**src/rtl/regfile_pkg.sv**
```systemverilog
// Shared constants for the register-file write path.
// Requester index map for the writeback sources.
package regfile_pkg;

    localparam int ADDR_W     = 5;
    localparam int DATA_W     = 32;
    localparam int ZERO_REG   = 0;
    localparam int NUM_WB_SRC = 4;

    localparam int REQ_ALU    = 0;
    localparam int REQ_LOAD   = 1;
    localparam int REQ_MULDIV = 2;
    localparam int REQ_DEBUG  = 3;

    typedef enum logic [1:0] {
        SRC_ALU    = 2'(REQ_ALU),
        SRC_LOAD   = 2'(REQ_LOAD),
        SRC_MULDIV = 2'(REQ_MULDIV),
        SRC_DEBUG  = 2'(REQ_DEBUG)
    } wb_src_e;

endpackage

```
**src/rtl/regfile_write_arbiter_if.sv**
```systemverilog
// Requester-side bundle and register-file write port of the arbiter.
// master = writeback sources, slave = arbiter.
interface regfile_write_arbiter_if
    import regfile_pkg::*;
#(
    parameter int NUM_REQ = regfile_pkg::NUM_WB_SRC,
    parameter int AW      = regfile_pkg::ADDR_W,
    parameter int DW      = regfile_pkg::DATA_W
);
    localparam int PW = $clog2(NUM_REQ);

    logic                  stall;
    logic [NUM_REQ-1:0]    req;
    logic [NUM_REQ*AW-1:0] req_addr;
    logic [NUM_REQ*DW-1:0] req_data;
    logic [NUM_REQ-1:0]    ack;
    logic                  wr_enable;
    logic [AW-1:0]         wr_addr;
    logic [DW-1:0]         wr_data;
    logic [PW-1:0]         ptr;

    modport master (
        output stall, req, req_addr, req_data,
        input  ack, wr_enable, wr_addr, wr_data, ptr
    );

    modport slave (
        input  stall, req, req_addr, req_data,
        output ack, wr_enable, wr_addr, wr_data, ptr
    );

endinterface

```
**src/rtl/rr_pick.sv**
```systemverilog
// Combinational round-robin picker: first eligible index
// starting at ptr and wrapping around.
module rr_pick
    import regfile_pkg::*;
#(
    parameter int NUM_REQ = regfile_pkg::NUM_WB_SRC,
    parameter int PW      = $clog2(NUM_REQ)
) (
    input  logic [NUM_REQ-1:0] eligible,
    input  logic [PW-1:0]      ptr,
    output logic               found,
    output logic [PW-1:0]      winner
);

    logic [PW-1:0] idx;

    // Scan from farthest to nearest so the nearest hit is assigned last.
    always_comb begin
        found  = 1'b0;
        winner = '0;
        idx    = '0;
        for (int k = NUM_REQ - 1; k >= 0; k--) begin
            idx = PW'((int'(ptr) + k) % NUM_REQ);
            if (eligible[idx]) begin
                found  = 1'b1;
                winner = idx;
            end
        end
    end

endmodule

```
**src/rtl/regfile_write_arbiter.sv**
```systemverilog
// Round-robin arbiter sharing the register-file write port
// among NUM_REQ writeback sources; registered ack and write outputs.
module regfile_write_arbiter
    import regfile_pkg::*;
#(
    parameter int NUM_REQ = regfile_pkg::NUM_WB_SRC,
    parameter int AW      = regfile_pkg::ADDR_W,
    parameter int DW      = regfile_pkg::DATA_W
) (
    input logic                    clk,
    input logic                    reset,
    regfile_write_arbiter_if.slave bus
);

    localparam int PW = $clog2(NUM_REQ);

    logic [NUM_REQ-1:0] ack_q;
    logic               wr_enable_q;
    logic [AW-1:0]      wr_addr_q;
    logic [DW-1:0]      wr_data_q;
    logic [PW-1:0]      ptr_q;

    logic [NUM_REQ-1:0] eligible;
    logic               found;
    logic [PW-1:0]      winner;
    logic [AW-1:0]      addr_sel;
    logic [DW-1:0]      data_sel;
    logic [PW-1:0]      ptr_next;

    // A requester being acked this cycle may still show req; skip it.
    assign eligible = bus.req & ~ack_q;

    rr_pick #(
        .NUM_REQ (NUM_REQ),
        .PW      (PW)
    ) u_pick (
        .eligible (eligible),
        .ptr      (ptr_q),
        .found    (found),
        .winner   (winner)
    );

    assign addr_sel = bus.req_addr[int'(winner)*AW +: AW];
    assign data_sel = bus.req_data[int'(winner)*DW +: DW];
    assign ptr_next = (winner == PW'(NUM_REQ - 1)) ? '0 : winner + 1'b1;

    always_ff @(posedge clk or posedge reset) begin
        if (reset) begin
            ack_q       <= '0;
            wr_enable_q <= 1'b0;
            wr_addr_q   <= '0;
            wr_data_q   <= '0;
            ptr_q       <= '0;
        end else if (found && !bus.stall) begin
            ack_q       <= NUM_REQ'(1) << winner;
            wr_addr_q   <= addr_sel;
            wr_data_q   <= data_sel;
            wr_enable_q <= (addr_sel != AW'(ZERO_REG));
            ptr_q       <= ptr_next;
        end else begin
            ack_q       <= '0;
            wr_enable_q <= 1'b0;
        end
    end

    assign bus.ack       = ack_q;
    assign bus.wr_enable = wr_enable_q;
    assign bus.wr_addr   = wr_addr_q;
    assign bus.wr_data   = wr_data_q;
    assign bus.ptr       = ptr_q;

endmodule

```
**src/flat_wrapper.sv**
```systemverilog
// flat-port wrapper written by rule: the top's interface ports become plain ports
module regfile_write_arbiter_flat import regfile_pkg::*;
#(
    parameter int NUM_REQ = regfile_pkg::NUM_WB_SRC,
    parameter int AW      = regfile_pkg::ADDR_W,
    parameter int DW      = regfile_pkg::DATA_W
)
  (clk, reset, bus_stall, bus_req, bus_req_addr, bus_req_data, bus_ack, bus_wr_enable, bus_wr_addr, bus_wr_data, bus_ptr);
  regfile_write_arbiter_if #(.NUM_REQ(NUM_REQ), .AW(AW), .DW(DW)) bus_i ();
  input logic clk;
  input logic reset;
  input wire logic [$bits(bus_i.stall)-1:0] bus_stall;
  input wire logic [$bits(bus_i.req)-1:0] bus_req;
  input wire logic [$bits(bus_i.req_addr)-1:0] bus_req_addr;
  input wire logic [$bits(bus_i.req_data)-1:0] bus_req_data;
  output wire logic [$bits(bus_i.ack)-1:0] bus_ack;
  output wire logic [$bits(bus_i.wr_enable)-1:0] bus_wr_enable;
  output wire logic [$bits(bus_i.wr_addr)-1:0] bus_wr_addr;
  output wire logic [$bits(bus_i.wr_data)-1:0] bus_wr_data;
  output wire logic [$bits(bus_i.ptr)-1:0] bus_ptr;
  assign bus_i.stall = bus_stall;
  assign bus_i.req = bus_req;
  assign bus_i.req_addr = bus_req_addr;
  assign bus_i.req_data = bus_req_data;
  assign bus_ack = bus_i.ack;
  assign bus_wr_enable = bus_i.wr_enable;
  assign bus_wr_addr = bus_i.wr_addr;
  assign bus_wr_data = bus_i.wr_data;
  assign bus_ptr = bus_i.ptr;
  regfile_write_arbiter #(.NUM_REQ(NUM_REQ), .AW(AW), .DW(DW)) u_core (.clk(clk), .reset(reset), .bus(bus_i));
endmodule
```
**config.mk**
```make
export PLATFORM = sky130hd
export DESIGN_NAME = regfile_write_arbiter_flat
export DESIGN_NICKNAME = d
export VERILOG_FILES = /design/src/rtl/regfile_pkg.sv /design/src/rtl/regfile_write_arbiter_if.sv /design/src/rtl/rr_pick.sv /design/src/rtl/regfile_write_arbiter.sv /design/src/flat_wrapper.sv
export SDC_FILE = /design/constraint.sdc
export NUM_CORES = 1
export LEC_CHECK = 0
export CAP_MARGIN = 15
export CORE_MARGIN = 10
export CORE_UTILIZATION = 33
export DETAILED_ROUTE_END_ITERATION = 10
export PLACE_DENSITY_LB_ADDON = 0.12
export SYNTH_ARGS = -nofsm -noshare
export SYNTH_HDL_FRONTEND = slang
export SYNTH_SLANG_ARGS = --single-unit
```
**constraint.sdc**
```tcl
create_clock -name clk -period 1.8 [get_ports clk]
set_input_delay 0.36 -clock clk [delete_from_list [all_inputs] [get_ports clk]]
set_output_delay 0.36 -clock clk [all_outputs]
set_load 0.02 [all_outputs]
```
### Word-level counts from Yosys, hierarchy flattened

Cells that the tools add are included.

* memories kept: 0
* latch bits: 0
* flip-flop bits (word level): 44
* bits in read-only memories: 0
* word-level logic and storage cells: 42
* memory bits (writable): 0
* input port bits: 155
* output and inout port bits: 44

* $add $sub $neg: 4
* equal/unequal tests: 1
* div/mod/pow operators: 0
* multiplexer cells: 19
* reduce and logical (&&, ||, !) cells: 3
* bitwise operators: 2
* order comparisons: 4
* shift-type cells: 3
* $mul: 1

Operator list (count)
* indexed part select 128 x 8 -> 32 bit: 1
* indexed part select 20 x 32 -> 5 bit: 1
* < comparator 2 x 3 -> 1 bit, second input constant: 4
* two-way mux 2 bit: 5
* two-way mux 1 bit: 9
* binary-select mux 1 bit (select 2 bit): 4
* multiplier 2 x 3 -> 5 bit, second input constant: 1
* nonzero test 5 bit: 1
* adder 2 x 1 -> 2 bit, second input constant: 2
* adder 2 bit, second input constant: 2
* bitwise AND 4 bit: 1
* two-way mux 4 bit: 1
* NOT 4 bit: 1
* << shifter 1 x 2 -> 4 bit, first input constant: 1
* equality test 2 bit, second input constant: 1
* logical AND 1 bit: 1
* zero test 1 bit: 1

### Longest topological paths before layout

* word-level depth: 12
* gate-level depth with buffers: 8
* mapped depth without buffers: 7

### Modules after synthesis

A second synthesis with hierarchy kept.

* cell total of the unflattened synthesis: 248
* area total of the unflattened synthesis: 2682.6 µm²

Modules (own cells, without submodules)
* regfile_write_arbiter: area an instance 2605.0 µm², times used 1, cells each 235
* rr_pick: area an instance 77.6 µm², times used 1, cells each 13

### Worst setup path after synthesis

Ideal clock, no wire load.

* path type: register to register
* start point: register u_core.ack_q[0] (netlist: u_core.bus.ack[0])
* end point: register u_core.wr_enable_q (netlist: u_core.bus.wr_enable)
* path buffers: 1
* arrival: 1839 ps
* cell stages (with the launch flop): 8
* library setup time: 141 ps
* clock period less this slack: 1980 ps
* slack: -180 ps
* path through: dfrtp_1 -> nand2b_4 -> o22a_1 -> a22o_2 -> buf_6 -> a211o_1 -> a22oi_1 -> a41oi_2

* word-level cells in the longest chain between the ends: 12
* elaborated cells between the ends (all ways): 23
* those cells by class: mul: 1; shift: 1; mux: 17; bitwise: 2; reduce/logical: 2

Ends and longest elaborated chain
* from (decl): RTL line regfile_write_arbiter.sv:17 `logic [NUM_REQ-1:0] ack_q;`
* from (signal assigned): RTL line regfile_write_arbiter.sv:55 `ack_q <= NUM_REQ'(1) << winner;`
* NOT 4 bit *: RTL line regfile_write_arbiter.sv:31 `assign eligible = bus.req & ~ack_q;`
* bitwise AND 4 bit *: RTL line regfile_write_arbiter.sv:31
* binary-select mux 1 bit (select 2 bit): RTL line rr_pick.sv:24 `if (eligible[idx]) begin`
* two-way mux 1 bit (not written as such): RTL line rr_pick.sv:24
* two-way mux 2 bit (4 in a row): RTL line rr_pick.sv:24
* multiplier 2 x 3 -> 5 bit: RTL line regfile_write_arbiter.sv:43 `assign addr_sel = bus.req_addr[int'(winner)*AW +: AW];`
* indexed part select 20 x 32 -> 5 bit: RTL line regfile_write_arbiter.sv:43
* nonzero test 5 bit: RTL line regfile_write_arbiter.sv:58 `wr_enable_q <= (addr_sel != AW'(ZERO_REG));`
* two-way mux 1 bit *: RTL line regfile_write_arbiter.sv:54 `end else if (found && !bus.stall) begin`
* to (signal assigned): RTL line regfile_write_arbiter.sv:58
* to (decl): RTL line regfile_write_arbiter.sv:18 `logic wr_enable_q;`

Every way passes the cells marked *; elsewhere a longest branch is shown, timed or not. The select of a mux whose other input is x is not followed.
A chain may end at the register's enable or synchronous reset.

### Worst setup path after layout

Ends and elaborated chain as after synthesis.

==> summary.md <==
| Metric | Value |
|---|---|
| Worst vdd ir | 0.747 mV |
| Max-slew violations | 0 |
| N_diodes | 0 |
| Layout cells sized above 1 | roughly a fifth |
| Total wire length | approximately 14,000 um |
| Fin nets | 786 |
| Pwr Total | 9.74 mW |
| Synth cell types | 39 |
| Pin count of the biggest net entering global routing | 45 |
| Hold Fails Final Rpt | 0 |
| CP max FO | 6 |
| Via/cell ratio | roughly 5.2 |
| Post-DP HPWL | between 10,000 and 15,000 um |
| Minimum clock period | about 2000 ps |
| H-tree level count | 2 |
| Mapped Nets | around 560 |
| Pwr per Cell Area | approximately 1600 nW/um2 |
| Worst-path clk slew | approximately 90 ps |
| Final setup violation count | 43 |
| Die area | 13,400 um2 |
| Synth warnings | 0 |
| Unrepaired setup endpoints after global routing | true |
| Final hold slack | 436 ps |
| Fin Setup TNS | -5610 ps |
| Worst setup SP type | register |
| DRT iter0 DRCs | about 200 |
| Drt first pass iters | 4 |
| Placement Rows | 34 |
| Final Skew | 4.29 ps |
| Total number of vias | ~3,800 |
| GRT overflow | 0 |
| Cell count after synthesis | between 400 and 500 |
| Sw Ratio | 42.7% |
| Root buf cell | clkbuf_8 |
| Final worst-path cycle share | 112% |
| Post-synthesis async set-or-reset flop share | 100% |
| Total CTS buffers | 5 |
| Die height | roughly 120 um |
| Utilization after layout | 69.4% |
| Post-synthesis sequential area ratio | 36.5% |
| Post-synth top cells | nand2_1, and3_1, dfrtp_1 |
| Most frequent cell after synthesis | nand2_1 |
| Psw | 4.16 mW |
| Area growth syn-to-layout | 103% |
| Least-Margin Pin Slew | just over 300 ps |
| Max Cap Violations | 0 |
| Starting density of the core | about a third |
| Placer congestion estimate | ~0.89 |
| PortBufs | ~200 |
| Register share of total power | between 10% and 20% |
| Int Power | 5.58 mW |
| DP Worst Slack | -667 ps |
| WP data arrival | 2180 ps |
| Core box area | between 8000 and 9000 um2 |
| Max_slew headroom | a little under 80% |
| Prevailing post-synth register cell | dfrtp_1 |
| # IOs | between 150 and 200 |
| Initial antenna violation count | 0 |
| Number of global-route vias before repair | about 4,000 |
| Status | complete, but fails checks |
| # DRC | 0 |
| CP required | roughly 2000 ps |
| Yosys top cell area share | a little over a third |
| CTS tree | done |
| Area leader, netlist | dfrtp_1 |
| Fin cells | roughly 740 |
| Die width | 116 um |
| Hold WC Path Type | input port to async pin |
| EDFF count, synth | 0 |
| Largest cells by area after synthesis | dfrtp_1, nand2_1, and3_1 |
| Failing checks | setup timing |
| Setup ws final | -223 ps |
| CP Capture Type | register |
| # clock sinks | 44 |
| Placed cell count | 709 |
| Synth Register Bits | 44 |
| Worst-Skew Late Latency | 290 ps |
| First-pass GRT wire length | around 21,000 um |
| Mapped Area | just over 3000 um2 |
| CTS Buffer Depth | 2 |
| Design area | 6110 um2 |
| Clock share of power | ~6.7% |
| Routed Antenna Nets | 0 |
| Avg WL per Cell | between 15 and 20 um |
| CP Class | register to register |
| Combinational power share | between 70% and 80% |
| Max Freq | slightly below 500 MHz |
| Total Routing Usage GR | 19.8% |
| Post-synthesis average cell area | 7.50 um2 |
| Leakage | between 2 and 3 nW |
| Placed cell area | between 5000 and 6000 um2 |
[cell families after synthesis]
family | share of synthesized area (%)
AOI/OAI and AO/OA | 16.5
adders and majority gates | 1.66
buffers and inverters | 5.97
DFF | 36.5
muxes | 1.04
and+or+nand+nor | 38.3
[repair_timing]
| item | in CTS | in global routing |
|---|---|---|
| hold endpoints to repair | 0 | 0 |
| resized for setup | 52 | 58 |
| buffers inserted | 11 | 4 |
| setup endpoints to repair | 45 | 45 |
| hold buffers | 0 | 0 |
| cloned | 7 | 1 |
| pin swaps | 16 | 20 |
[power groups by stage]
stage	Combinational [mW]	Clock [mW]	Sequential, mW
global placement	5.35	0	1.74
global route	7.83	0.711	1.82
floorplan	2.58	0	2.31
CTS	6.87	0.666	1.75
detailed placement	5.45	0	1.76
finish	7.34	0.648	1.75
[per-layer routing]
metal / GRT usage [%] / up-vias / part of all wire, %
li1: - / 1821 / -
met1: 22.5 / 1785 / 38
met2: 34.6 / 183 / 50
met3: 7.18 / 14 / 10
met4: 4.98 / 0 / 1.7
met5: 0 / - / 0
[registers in the layout, indices dropped and copies added, names as in the netlist]
register / flops
u_core.bus.wr_data: 32
u_core.bus.ptr: 2
u_core.bus.wr_enable: 1
u_core.bus.wr_addr: 5
u_core.bus.ack: 4
[area by class of cell]
class,instances,area [um2]
Fill cell,729,2690
Timing Repair Buffer,248,2640
Multi-Input combinational cell,321,2110
Sequential cell,44,1100
Tap cell,108,135
Clock buffer,8,90.1
Inverter,7,41.3
[critical path, stage by stage, from the launching register on]
cell and delay [ps]:
dfrtp_2 430, and2b_1 240, buf_6 110, a21oi_4 50, a22o_4 310, buf_4 160, a211o_1 280, a22oi_2 200
a41oi_2 110
[cells in the final DEF, fill, tap and decap left out, types with 3 or more instances in the layout]
master           count
a211o_1              4
a21oi_2              3
a221oi_1             4
and2_1               4
and3_1              51
and3_4              13
buf_12              11
buf_4               26
buf_6                9
clkbuf_8             6
clkdlybuf4s50_1    189
dfrtp_1             42
dlygate4sd2_1        5
inv_1                4
nand2_1            166
nand2_2              4
nand2b_4             4
o21ai_1              3
o31ai_1             17
o31ai_2              7
o31ai_4              8
[final timing paths]
path                                        startpoint                endpoint  slack, ps  depth (start not counted)
worst max-delay path                 u_core.bus.ack[0]    u_core.bus.wr_enable       -220                          8
worst min-delay path                             reset  u_core.bus.wr_data[27]        440                          3
worst max register to register       u_core.bus.ack[0]    u_core.bus.wr_enable       -220                          8
worst min register to register  u_core.bus.wr_data[15]  u_core.bus.wr_data[15]        480                          2
max in group asynchronous                        reset       u_core.bus.ack[2]       1120                          3
min in group clk                u_core.bus.wr_data[15]  u_core.bus.wr_data[15]        480                          2
Note: power is estimated with default switching activity, not from simulation.
